==> config.mk <==
export PLATFORM = sky130hd
export DESIGN_NAME = seq_generator
export DESIGN_NICKNAME = d
export VERILOG_FILES = /design/src/rtl/seq_generator.sv
export SDC_FILE = /design/constraint.sdc
export NUM_CORES = 1
export LEC_CHECK = 0
export ABC_AREA = 1
export CAP_MARGIN = 20
export CORE_MARGIN = 4
export CORE_UTILIZATION = 45
export CTS_BUF_LIST = sky130_fd_sc_hd__clkbuf_16
export DETAILED_ROUTE_END_ITERATION = 10
export PLACE_DENSITY = 0.72
export SLEW_MARGIN = 20
export SYNTH_ARGS = -nofsm -noshare
export SYNTH_HDL_FRONTEND = slang
export SYNTH_SLANG_ARGS = --single-unit
==> constraint.sdc <==
create_clock -name clk -period 2 [get_ports clk]
set_input_delay 0.2 -clock clk [delete_from_list [all_inputs] [get_ports clk]]
set_output_delay 0.2 -clock clk [all_outputs]
set_load 0.05 [all_outputs]
==> src/rtl/seq_generator.sv <==
// ---------------------------------------------------------------------------
// seq_generator
//
// Sequence generator sitting behind the control unit's sequence interface.
// On a start request it emits seq_num 32-bit words on a valid/ready stream.
// The words either count up from seq_data or come from a 32-bit Galois LFSR
// seeded by seq_data. Completion is reported with a level-held seq_done.
//
// Ports:
//   clk         in   1   system clock, rising edge
//   rst         in   1   synchronous active-high reset
//   seq_enable  in   1   start request / level hold from control unit
//   rand_flag   in   1   1 = LFSR words, 0 = incrementing words (at start)
//   seq_num     in   8   number of words to emit (at start)
//   seq_data    in   32  seed / start value (at start)
//   out_ready   in   1   downstream accepts out_data this cycle
//   out_valid   out  1   out_data valid
//   out_data    out  32  current sequence word
//   out_idx     out  8   index of current word, 0..seq_num-1
//   busy        out  1   high while words are being emitted
//   seq_done    out  1   sequence complete, held until seq_enable drops
// ---------------------------------------------------------------------------
module seq_generator #(
    parameter logic [31:0] STEP          = 32'h1,
    parameter logic [31:0] LFSR_POLY     = 32'h80200003,
    parameter logic [31:0] ZERO_SEED_SUB = 32'h1
) (
    input  logic        clk,
    input  logic        rst,
    input  logic        seq_enable,
    input  logic        rand_flag,
    input  logic [7:0]  seq_num,
    input  logic [31:0] seq_data,
    input  logic        out_ready,
    output logic        out_valid,
    output logic [31:0] out_data,
    output logic [7:0]  out_idx,
    output logic        busy,
    output logic        seq_done
);

    typedef enum logic [1:0] {
        IDLE = 2'd0,
        RUN  = 2'd1,
        DONE = 2'd2
    } state_t;

    state_t      state;
    logic        mode;       // latched rand_flag
    logic [7:0]  remaining;  // words still to be handed off, incl. current

    // An all-zero LFSR state would lock up, so a zero seed is replaced.
    function automatic logic [31:0] first_word(input logic is_rand,
                                               input logic [31:0] seed);
        if (is_rand && (seed == 32'h0))
            return ZERO_SEED_SUB;
        return seed;
    endfunction

    function automatic logic [31:0] next_word(input logic is_rand,
                                              input logic [31:0] cur);
        if (!is_rand)
            return cur + STEP;
        if (cur[0])
            return (cur >> 1) ^ LFSR_POLY;
        return cur >> 1;
    endfunction

    logic handshake;
    assign handshake = out_valid & out_ready;

    always_ff @(posedge clk) begin
        if (rst) begin
            state     <= IDLE;
            mode      <= 1'b0;
            remaining <= 8'd0;
            out_valid <= 1'b0;
            out_data  <= 32'h0;
            out_idx   <= 8'd0;
            busy      <= 1'b0;
            seq_done  <= 1'b0;
        end else begin
            case (state)
                IDLE: begin
                    if (seq_enable) begin
                        mode      <= rand_flag;
                        remaining <= seq_num;
                        out_idx   <= 8'd0;
                        out_data  <= first_word(rand_flag, seq_data);
                        if (seq_num == 8'd0) begin
                            state    <= DONE;
                            seq_done <= 1'b1;
                        end else begin
                            state     <= RUN;
                            out_valid <= 1'b1;
                            busy      <= 1'b1;
                        end
                    end
                end

                RUN: begin
                    if (!seq_enable) begin
                        // Abort: a handshake this cycle was already taken
                        // downstream, nothing more to emit.
                        state     <= IDLE;
                        out_valid <= 1'b0;
                        busy      <= 1'b0;
                    end else if (handshake) begin
                        if (remaining == 8'd1) begin
                            state     <= DONE;
                            out_valid <= 1'b0;
                            busy      <= 1'b0;
                            seq_done  <= 1'b1;
                        end else begin
                            remaining <= remaining - 8'd1;
                            out_idx   <= out_idx + 8'd1;
                            out_data  <= next_word(mode, out_data);
                        end
                    end
                end

                DONE: begin
                    // Level handshake: hold done until the request is removed.
                    if (!seq_enable) begin
                        state    <= IDLE;
                        seq_done <= 1'b0;
                    end
                end

                default: begin
                    state     <= IDLE;
                    out_valid <= 1'b0;
                    busy      <= 1'b0;
                    seq_done  <= 1'b0;
                end
            endcase
        end
    end

endmodule

==> results of run 1 <==
-- state kept, by name, indices dropped and copies added, names as in the netlist --
signal and flops:
seq_done 1, state 2, out_data 32, out_idx 8, busy 1, remaining 8
mode 1
-- layout make-up --
class	count	area, sq um
multi-input cells	588	2610
flip-flops and latches	53	1060
inverters	71	267
fillers	916	3510
clock buffers	5	125
repair buffers	110	1070
well taps	108	135
clock inverters	3	28.8
-- cell families (layout without fill, tap and decap cells) --
kind of cell	after synthesis	after routing	share of synthesized area, %
XOR/XNOR	8	8	1.70
AND/OR/NAND/NOR	431	431	42.4
buffers and inverters	104	189	10.6
AO/OA/AOI/OAI	145	145	18.3
adder cells (fa/ha/maj)	4	4	1.22
flip-flops	53	53	25.8
-- per-layer routing --
metal | share of wire, % | vias to the layer above | global-route usage, %
met5 | 0 | - | 0
met4 | 3.4 | 0 | 9.59
met3 | 5.5 | 33 | 4.42
met2 | 47 | 169 | 42.1
met1 | 45 | 2224 | 32.6
li1 | - | 2550 | -
-- cell usage after synthesis --
master and number:
nand2_1 239, nor2_1 108, a21oi_1 98, inv_1 69, nand3_1 67, dfxtp_1 53, o21ai_0 42, clkbuf_1 19
xor2_1 7, buf_2 6, buf_4 6, nor3_1 6, ha_1 4, nand4_1 3, nor2_2 3, a31oi_1 2
buf_6 2, nand2_2 2, o21ai_4 2, or2_2 2, clkinv_1 1, inv_2 1, nand2_4 1, o22ai_1 1
xnor2_1 1
-- metrics by stage --
stage               hold WS (ps)  instance area [sq um]  cells
floorplan                    359                   4110    745
global placement             443                   5140    930
detailed placement           451                   5140    930
CTS                          462                   5300    938
global route                 497                   5300    938
finish                       454                   5300    938
-- power groups by stage --
stage	combinational, mW	clock [mW]	sequential (mW)
2_1_floorplan	0.887	0	1.71
3_3_place_gp	1.78	0	1.39
3_5_place_dp	1.79	0	1.40
4_1_cts	1.79	0.955	1.38
5_1_grt	1.99	0.990	1.40
6_report	1.80	0.929	1.38
-- how the worst min path moves through the flow --
stage                     startpoint                     to
3_5_place_dp   seq_done$_SDFFE_PP0P_  seq_done$_SDFFE_PP0P_
3_3_place_gp   seq_done$_SDFFE_PP0P_  seq_done$_SDFFE_PP0P_
2_1_floorplan             seq_enable  seq_done$_SDFFE_PP0P_
4_1_cts        seq_done$_SDFFE_PP0P_  seq_done$_SDFFE_PP0P_
6_report       seq_done$_SDFFE_PP0P_  seq_done$_SDFFE_PP0P_
5_1_grt        seq_done$_SDFFE_PP0P_  seq_done$_SDFFE_PP0P_
==> insert_results.sql, run 1 <==
INSERT INTO impl_metrics (metric_group, metric, value, unit) VALUES
('cts', 'ctsRootBufferMaster', 'clkbuf_16', ''),
('synthesis', 'synth_warnings', '0', ''),
('drt', 'viasPerCell', '5.30', ''),
('timing', 'finalWorstPathRequiredPeriod', '1850', 'ps'),
('cts', 'postCtsResizedCells', '0', ''),
('cts', 'cts_hold_repair.buffers', '0', ''),
('power', 'irDropWorstVdd', '0.506', 'mV'),
('drt', 'drt.antenna.violating_nets', '0', ''),
('worst_setup_path', 'critical_path_cell_count', '1', ''),
('run_status', 'outcome', 'finished, final reports clean', ''),
('finish', 'syn2layout_area_growth', '28.9', '%'),
('worst_setup_path', 'regToRegEndpoint', 'out_data[6]$_SDFFE_PP0P_', ''),
('drt', 'detailroute.via_count', '4976', ''),
('synthesis', 'synth.largest_area_cell', 'dfxtp_1', ''),
('finish', 'nNetsFinal', '878', ''),
('synthesis', 'synth_top_area_share', '25.8', '%'),
('synthesis', 'synth_cell_type_count', '25', ''),
('finish', 'most-common-layout-cells', 'nand2_1, nor2_1, a21oi_1', ''),
('global_route', 'antenna_found_initial', '0', ''),
('power', 'pwr-share-clk', '22.6', '%'),
('power', 'cellInternalPower', '2.31', 'mW'),
('global_route', 'grt_first_pass_wirelength', '22800', 'um'),
('floorplan', 'design.core.area', '0.00881', 'sq mm'),
('finish', 'postLayoutCoreUtil', '60.1', '%'),
('cts', 'cts.path.max_buffers', '2', ''),
('worst_setup_path', 'cp-start-kind', 'flip-flop', ''),
('cts', 'cts_buffers', '5', ''),
('cts', 'clkTransAtPathRegs', '80', 'ps'),
('power', 'switching_power', '1.80', 'mW'),
('placed_design', 'detailed_place_hpwl', '10500', 'um'),
('power', 'static-leakage-power', '2.20', 'nW'),
('worst_setup_path', 'critical-path-top-delay-family', 'buffers and inverters', ''),
('timing', 'final-hold-violation-count', '0', ''),
('worst_setup_path', 'worstPathCellList', 'clkdlybuf4s50_1', ''),
('placed_design', 'io_buffer_count', '87', ''),
('floorplan', 'initial_core_util', '46.7', '%'),
('worst_setup_path', 'beginning_of_the_worst_register_to_register_path', 'out_data[0]$_SDFFE_PP0P_', ''),
('worst_setup_path', 'cpPeakStageDelay', '860', 'ps'),
('run', 'number_of_maximum_capacitance_constraint_violations', '0', ''),
('worst_setup_path', 'timing.critical_path.arrival', '1650', 'ps'),
('min_path', 'holdCritPathClass', 'flip-flop to flip-flop', ''),
('cts', 'cts_num_sinks', '53', ''),
('power', 'power.sequential.fraction', '33.6', '%'),
('worst_setup_path', 'critical_path.endpoint', 'out_data[6]', ''),
('global_route', 'globalRouteOverflowTotal', '0', ''),
('worst_setup_path', 'worst-setup-path-type', 'flip-flop to output port', ''),
('global_route', 'groute.usage.overall', '25.2', '%'),
('synthesis', 'synth.avg_cell_area', '5.52', 'sq um'),
('power', 'switching_portion_of_total_power', '43.8', '%'),
('min_path', 'min_delay_path_depth', '2', ''),
('worst_setup_path', 'data_required_time_of_the_worst_path', '1800', 'ps'),
('placed_design', 'gp_routability_congestion', '1.01', ''),
('floorplan', 'die_h', '104', 'um'),
('cts', 'cts_htree_levels', '2', ''),
('finish', 'layout-drive-gt1-share', '5.18', '%'),
('timing', 'worst_pin_slew', '525', 'ps'),
('worst_setup_path', 'crit_path_top_delay_cell', 'clkdlybuf4s50_1', ''),
('floorplan', 'ios', '88', ''),
('timing', 'final.period_utilization', '92.3', '%'),
('power', 'relative_contribution_of_combinational_cells_to_total_power', '43.8', '%'),
('synthesis', 'synth_seq_area_share', '25.8', '%'),
('synthesis', 'syn-instance-count', '745', ''),
('timing', 'worst_clock_skew_on_the_final_layout', '12.2', 'ps'),
('synthesis', 'yosys_register_bits', '53', ''),
('synthesis', 'ys_top_cells_by_area', 'dfxtp_1, nand2_1, a21oi_1', ''),
('timing', 'slew_headroom', '64.8', '%'),
('floorplan', 'floorplan.rows', '34', ''),
('worst_setup_path', 'timing.critical_path.fanout_max', '6', ''),
('power', 'fin_total_pwr', '4.11', 'mW'),
('placed_design', 'detailedPlace.worstSlack', '222', 'ps'),
('global_route', 'grt_pass1_vias', '4675', '');
(Power assumes the default switching activity.)
==> run 2, diff against run 1 <==
Settings changed: CORE_UTILIZATION 45 to 30, PLACE_DENSITY 0.72 to default, PLACE_DENSITY_LB_ADDON from default to 0.05.
==> insert_results.sql, run 2 (same netlist as run 1, synthesis figures left out) <==
INSERT INTO impl_metrics (metric_group, metric, value, unit) VALUES
('run_status', 'outcome', 'finished, final reports clean', ''),
('finish', 'largest_registers', 'out_data: 32 flops, out_idx: 8 flops, remaining: 8 flops', ''),
('timing', 'tightest_hold_margin', '457', 'ps'),
('timing', 'final.period_utilization', '92.3', '%'),
('floorplan', 'design.core.area', '0.0133', 'sq mm'),
('finish', 'nNetsFinal', '871', ''),
('finish', 'multi_input_logic_area', '0.00262', 'sq mm'),
('power', 'fin_total_pwr', '4.07', 'mW'),
('worst_setup_path', 'cp-start-kind', 'flip-flop', ''),
('timing', 'fin_tns_setup', '0', 'ps'),
('worst_setup_path', 'reg2regPathDepth', '9', ''),
('placed_design', 'numPlacedInstances', '991', ''),
('drt', 'detail_route.iter0.violations', '269', ''),
('placed_design', 'detailed_place_hpwl', '11000', 'um'),
('global_route', 'grt_first_pass_wirelength', '23700', 'um'),
('global_route', 'antenna_found_initial', '1', ''),
('worst_setup_path', 'regToRegEndpoint', 'out_data[28]$_SDFFE_PP0P_', ''),
('run', 'number_of_maximum_capacitance_constraint_violations', '0', ''),
('drt', 'wl_per_cell', '14.8', 'um'),
('worst_setup_path', 'critical-path-top-delay-family', 'buffers and inverters', ''),
('power', 'irDropWorstVdd', '0.338', 'mV'),
('worst_setup_path', 'worstPathBufferInverterCount', '1', ''),
('cts', 'cts_num_sinks', '53', ''),
('timing', 'worst_clock_skew_on_the_final_layout', '9.43', 'ps'),
('timing', 'rsz0062_at_grt', 'false', ''),
('finish', 'seq_area', '0.00106', 'sq mm'),
('cts', 'clkTransAtPathRegs', '80', 'ps'),
('cts', 'tritoncts', 'done', ''),
('placed_design', 'io_buffer_count', '87', ''),
('cts', 'worstSkewPairLatency', '310', 'ps'),
('drt', 'drt_pre_antenna_iters', '4', ''),
('finish', 'regMostFlops', 'out_data', ''),
('timing', 'slew_headroom', '62.4', '%'),
('min_path', 'min_delay_worst_endpoint', 'seq_done$_SDFFE_PP0P_', ''),
('finish', 'layout.cells.most_common', 'nand2_1', ''),
('min_path', 'min_delay_path_depth', '2', ''),
('worst_setup_path', 'worst-setup-path-type', 'flip-flop to output port', ''),
('global_route', 'grt_pass1_vias', '4664', ''),
('worst_setup_path', 'cpPeakStageDelay', '870', 'ps'),
('worst_setup_path', 'timing.critical_path.arrival', '1650', 'ps'),
('floorplan', 'dieArea', '0.0156', 'sq mm'),
('placed_design', 'dpl_cell_area', '0.00518', 'sq mm'),
('floorplan', 'ios', '88', ''),
('timing', 'finalWorstPathRequiredPeriod', '1850', 'ps'),
('global_route', 'grt_max_degree', '46', ''),
('floorplan', 'die_h', '125', 'um'),
('drt', 'drt.antenna.violating_nets', '0', ''),
('cts', 'cts_hold_repair.buffers', '0', ''),
('finish', 'antenna-diode-count', '0', ''),
('worst_setup_path', 'crit_path_top_delay_cell', 'clkdlybuf4s50_1', ''),
('drt', 'detailroute.via_count', '4872', ''),
('worst_setup_path', 'data_required_time_of_the_worst_path', '1800', 'ps'),
('floorplan', 'floorplan.rows', '42', ''),
('finish', 'final-instance-count-excl-fill', '999', ''),
('cts', 'cts.path.max_buffers', '2', ''),
('finish', 'most-common-layout-cells', 'nand2_1, nor2_1, a21oi_1', ''),
('timing', 'max_freq', '542', 'MHz'),
('power', 'power.density', '765', 'mW/mm^2'),
('floorplan', 'initial_core_util', '30.8', '%'),
('drt', 'routed_wl', '14800', 'um'),
('worst_setup_path', 'timing.critical_path.fanout_max', '6', ''),
('global_route', 'globalRouteOverflowTotal', '0', ''),
('cts', 'postCtsResizedCells', '1', ''),
('placed_design', 'gp_routability_congestion', '0.878', ''),
('global_route', 'groute.usage.overall', '18.5', '%'),
('finish', 'largest_register_ff_count', '32', ''),
('cts', 'cts_htree_levels', '2', ''),
('worst_setup_path', 'beginning_of_the_worst_register_to_register_path', 'remaining[1]$_SDFFE_PP0P_', ''),
('finish', 'syn2layout_area_growth', '29.4', '%'),
('timing', 'final-hold-violation-count', '0', ''),
('floorplan', 'die-width', '125', 'um'),
('timing', 'report.final.setup_viol', '0', ''),
('drt', 'drc', '0', ''),
('finish', 'layout-drive-gt1-share', '4.37', '%'),
('min_path', 'hp-start', 'seq_done$_SDFFE_PP0P_', ''),
('cts', 'postCtsSetupRepairBufs', '0', ''),
('finish', 'fillerInstances', '1520', ''),
('timing', 'worst_pin_slew', '560', 'ps'),
('cts', 'cts_buffers', '5', ''),
('drt', 'viasPerCell', '4.88', ''),
('power', 'static-leakage-power', '2.16', 'nW'),
('worst_setup_path', 'worst_setup_path_end_kind', 'output port', ''),
('cts', 'ctsRootBufferMaster', 'clkbuf_16', ''),
('finish', 'finalInstanceArea', '0.00532', 'sq mm'),
('min_path', 'holdCritPathClass', 'flip-flop to flip-flop', ''),
('timing', 'maxSlewViolCount', '0', ''),
('worst_setup_path', 'worstPathCellList', 'clkdlybuf4s50_1', ''),
('worst_setup_path', 'r2r_setup_slack', '180', 'ps');
-- run 2: cell count changes in the layout (fill, tap and decap cells not counted), sizes merged --
cell         change
buf              -8
clkinv           +1
inv              -1
dlygate4sd2      +1
-- run 2: how the worst max path moves through the flow --
stage	cells after the start	end	slack (ps)	startpoint
CTS	1	out_data[7]	140	out_data[7]$_SDFFE_PP0P_
detailed placement	7	out_data[28]$_SDFFE_PP0P_	80	seq_enable
global placement	7	out_data[28]$_SDFFE_PP0P_	110	seq_enable
floorplan	10	out_data[18]$_SDFFE_PP0P_	110	out_data[1]$_SDFFE_PP0P_
global route	11	out_data[8]$_SDFFE_PP0P_	20	out_data[1]$_SDFFE_PP0P_
finish	1	out_data[12]	150	out_data[12]$_SDFFE_PP0P_
-- run 2: power breakdown --
| group | internal, mW | switching [mW] |
|---|---|---|
| Sequential | 1.19 | 0.191 |
| Combinational | 0.615 | 1.17 |
| Clock | 0.458 | 0.445 |
-- run 2: through the flow --
step	setup WS (ps)	util, %
floorplan	112	-
global placement	111	38.8
detailed placement	78.6	38.8
CTS	135	39.8
global route	23.3	39.8
finish	154	39.8
-- run 2: per-layer routing --
layer | part of all wire (%) | wire, um | vias up | global-route usage [%]
met5 | 0.054 | 8 | - | 0
met4 | 2.7 | 392 | 2 | 6.19
met3 | 3.8 | 557 | 24 | 2.81
met2 | 46 | 6740 | 120 | 30.2
met1 | 48 | 7060 | 2199 | 24.9
li1 | - | - | 2527 | -
-- run 2: area by class of cell --
class	count	share of cell area, %
clock buffer	5	2.35
clock inverter	3	0.259
inverter	71	5.01
multi-input combinational	588	49.2
sequential	53	20.0
tap	176	4.14
timing repair buffer	103	19.1
==> run 3, diff against run 2 <==
Settings changed: PLACE_DENSITY_LB_ADDON 0.05 to default.
==> insert_results.sql, run 3 (same netlist as run 1, synthesis figures left out) <==
INSERT INTO impl_metrics (metric_group, metric, value, unit) VALUES
('run_status', 'outcome', 'finished, final reports clean', ''),
('global_route', 'use_met2', '29.8', '%'),
('power', 'irDropWorstVdd', '0.423', 'mV'),
('finish', 'antenna-diode-count', '0', ''),
('cts', 'postCtsResizedCells', '0', ''),
('timing', 'final.setup.worst_slack', '119', 'ps'),
('global_route', 'antenna_found_initial', '0', ''),
('worst_setup_path', 'crit_path_top_delay_cell', 'clkdlybuf4s50_1', ''),
('drt', 'detailroute.via_count', '4870', ''),
('floorplan', 'die_h', '125', 'um'),
('finish', 'largest_registers', 'out_data: 32 flops, out_idx: 8 flops, remaining: 8 flops', ''),
('cts', 'ctsRootBufferMaster', 'clkbuf_16', ''),
('global_route', 'grt_pass1_vias', '4589', ''),
('floorplan', 'floorplan.rows', '42', ''),
('drt', 'drt_pre_antenna_iters', '6', ''),
('cts', 'worstSkewPairLatency', '310', 'ps'),
('drt', 'routed_wl', '13800', 'um'),
('worst_setup_path', 'worstPathCellList', 'clkdlybuf4s50_1', ''),
('finish', 'layout.cells.most_common', 'nand2_1', ''),
('finish', 'largest_register_ff_count', '32', ''),
('finish', 'nNetsFinal', '872', ''),
('placed_design', 'gp_routability_congestion', '0.938', ''),
('finish', 'most-common-layout-cells', 'nand2_1, nor2_1, a21oi_1', ''),
('timing', 'report.final.setup_viol', '0', ''),
('placed_design', 'detailed_place_hpwl', '10300', 'um'),
('cts', 'tritoncts', 'done', ''),
('timing', 'rsz0062_at_grt', 'false', ''),
('timing', 'finalWorstPathRequiredPeriod', '1880', 'ps'),
('floorplan', 'dieArea', '0.0156', 'sq mm'),
('cts', 'cts_htree_levels', '2', ''),
('worst_setup_path', 'worstPathBufferInverterCount', '1', ''),
('cts', 'clkTransAtPathRegs', '70', 'ps'),
('power', 'static-leakage-power', '2.18', 'nW'),
('global_route', 'busiest_grt_layer', 'met2', ''),
('global_route', 'grt.met1_usage', '22.8', '%'),
('cts', 'cts_hold_repair.buffers', '0', ''),
('finish', 'final-instance-count-excl-fill', '1000', ''),
('worst_setup_path', 'worst_setup_path_end_kind', 'output port', ''),
('timing', 'slew_headroom', '66.0', '%'),
('cts', 'postCtsSetupRepairBufs', '0', ''),
('timing', 'maxSlewViolCount', '0', ''),
('worst_setup_path', 'timing.critical_path.arrival', '1680', 'ps'),
('floorplan', 'ios', '88', ''),
('timing', 'worst_pin_slew', '509', 'ps'),
('drt', 'drc', '0', ''),
('worst_setup_path', 'cpPeakStageDelay', '870', 'ps'),
('timing', 'fin_tns_setup', '0', 'ps'),
('drt', 'detail_route.iter0.violations', '385', ''),
('worst_setup_path', 'timing.critical_path.fanout_max', '8', ''),
('drt', 'drt.antenna.violating_nets', '0', ''),
('global_route', 'grt_max_degree', '72', ''),
('drt', 'viasPerCell', '4.87', ''),
('timing', 'worst_clock_skew_on_the_final_layout', '4.30', 'ps'),
('placed_design', 'io_buffer_count', '87', ''),
('power', 'power.density', '784', 'mW/mm^2'),
('floorplan', 'design.core.area', '0.0133', 'sq mm'),
('run', 'number_of_maximum_capacitance_constraint_violations', '0', ''),
('global_route', 'globalRouteOverflowTotal', '0', ''),
('floorplan', 'die-width', '125', 'um'),
('worst_setup_path', 'critical-path-top-delay-family', 'buffers and inverters', ''),
('finish', 'layout-drive-gt1-share', '4.37', '%'),
('worst_setup_path', 'data_required_time_of_the_worst_path', '1800', 'ps'),
('global_route', 'grt_first_pass_wirelength', '22700', 'um'),
('floorplan', 'initial_core_util', '30.8', '%'),
('global_route', 'met3_usage_in_global_routing', '2.86', '%'),
('timing', 'max_freq', '532', 'MHz'),
('cts', 'cts_buffers', '5', ''),
('finish', 'regMostFlops', 'out_data', ''),
('worst_setup_path', 'worst-setup-path-type', 'flip-flop to output port', ''),
('cts', 'cts_num_sinks', '53', ''),
('timing', 'final.period_utilization', '94.0', '%'),
('placed_design', 'numPlacedInstances', '992', ''),
('min_path', 'holdCritPathClass', 'flip-flop to flip-flop', ''),
('global_route', 'groute.usage.overall', '17.7', '%'),
('cts', 'cts.path.max_buffers', '2', ''),
('placed_design', 'detailedPlace.worstSlack', '163', 'ps'),
('finish', 'syn2layout_area_growth', '30.4', '%'),
('drt', 'wl_per_cell', '13.8', 'um'),
('worst_setup_path', 'cp-start-kind', 'flip-flop', ''),
('timing', 'final-hold-violation-count', '0', '');
run 3: path summary, 6_finish.rpt:
kind | startpoint | end | slack [ps] | depth (start not counted)
hold reg to reg | seq_done$_SDFFE_PP0P_ | seq_done$_SDFFE_PP0P_ | 460 | 2
setup / recovery | out_data[2]$_SDFFE_PP0P_ | out_data[2] | 120 | 1
setup reg to reg | out_data[1]$_SDFFE_PP0P_ | out_data[16]$_SDFFE_PP0P_ | 260 | 9
hold / removal | seq_done$_SDFFE_PP0P_ | seq_done$_SDFFE_PP0P_ | 460 | 2
run 3: area by class of cell:
type                    instances  area, sq um
repair buffers                104         1030
fillers                      1482         7990
flip-flops and latches         53         1060
well taps                     176          220
clock buffers                   5          125
inverters                      71          267
clock inverters                 3         41.3
multi-input cells             588         2610
run 3: tightest hold or removal path, stage by stage, from the launching register on:
cell and delay, ps:
dfxtp_1 320, inv_1 50, a21oi_1 50
run 3: power breakdown:
part | leakage [nW] | switching [mW] | internal, mW
clock network | 0.0775 | 0.458 | 0.589
registers | 0.436 | 0.188 | 1.19
logic | 1.66 | 1.15 | 0.627
run 3: metrics by stage:
step           instance area (sq um)  hold WS [ps]  power [mW]  util, %
6_report                        5360           464        4.20     40.2
3_5_place_dp                    5190           449        3.18     38.9
4_1_cts                         5360           467        4.24     40.2
2_1_floorplan                   4110           359        2.59        -
3_3_place_gp                    5190           454        3.18     38.9
5_1_grt                         5360           494        4.47     40.2
run 3: layer usage:
| metal | part of all wire [%] | wire length, um |
|---|---|---|
| met5 | 0 | 0 |
| met4 | 2.0 | 278 |
| met3 | 5.6 | 779 |
| met2 | 47 | 6490 |
| met1 | 45 | 6270 |
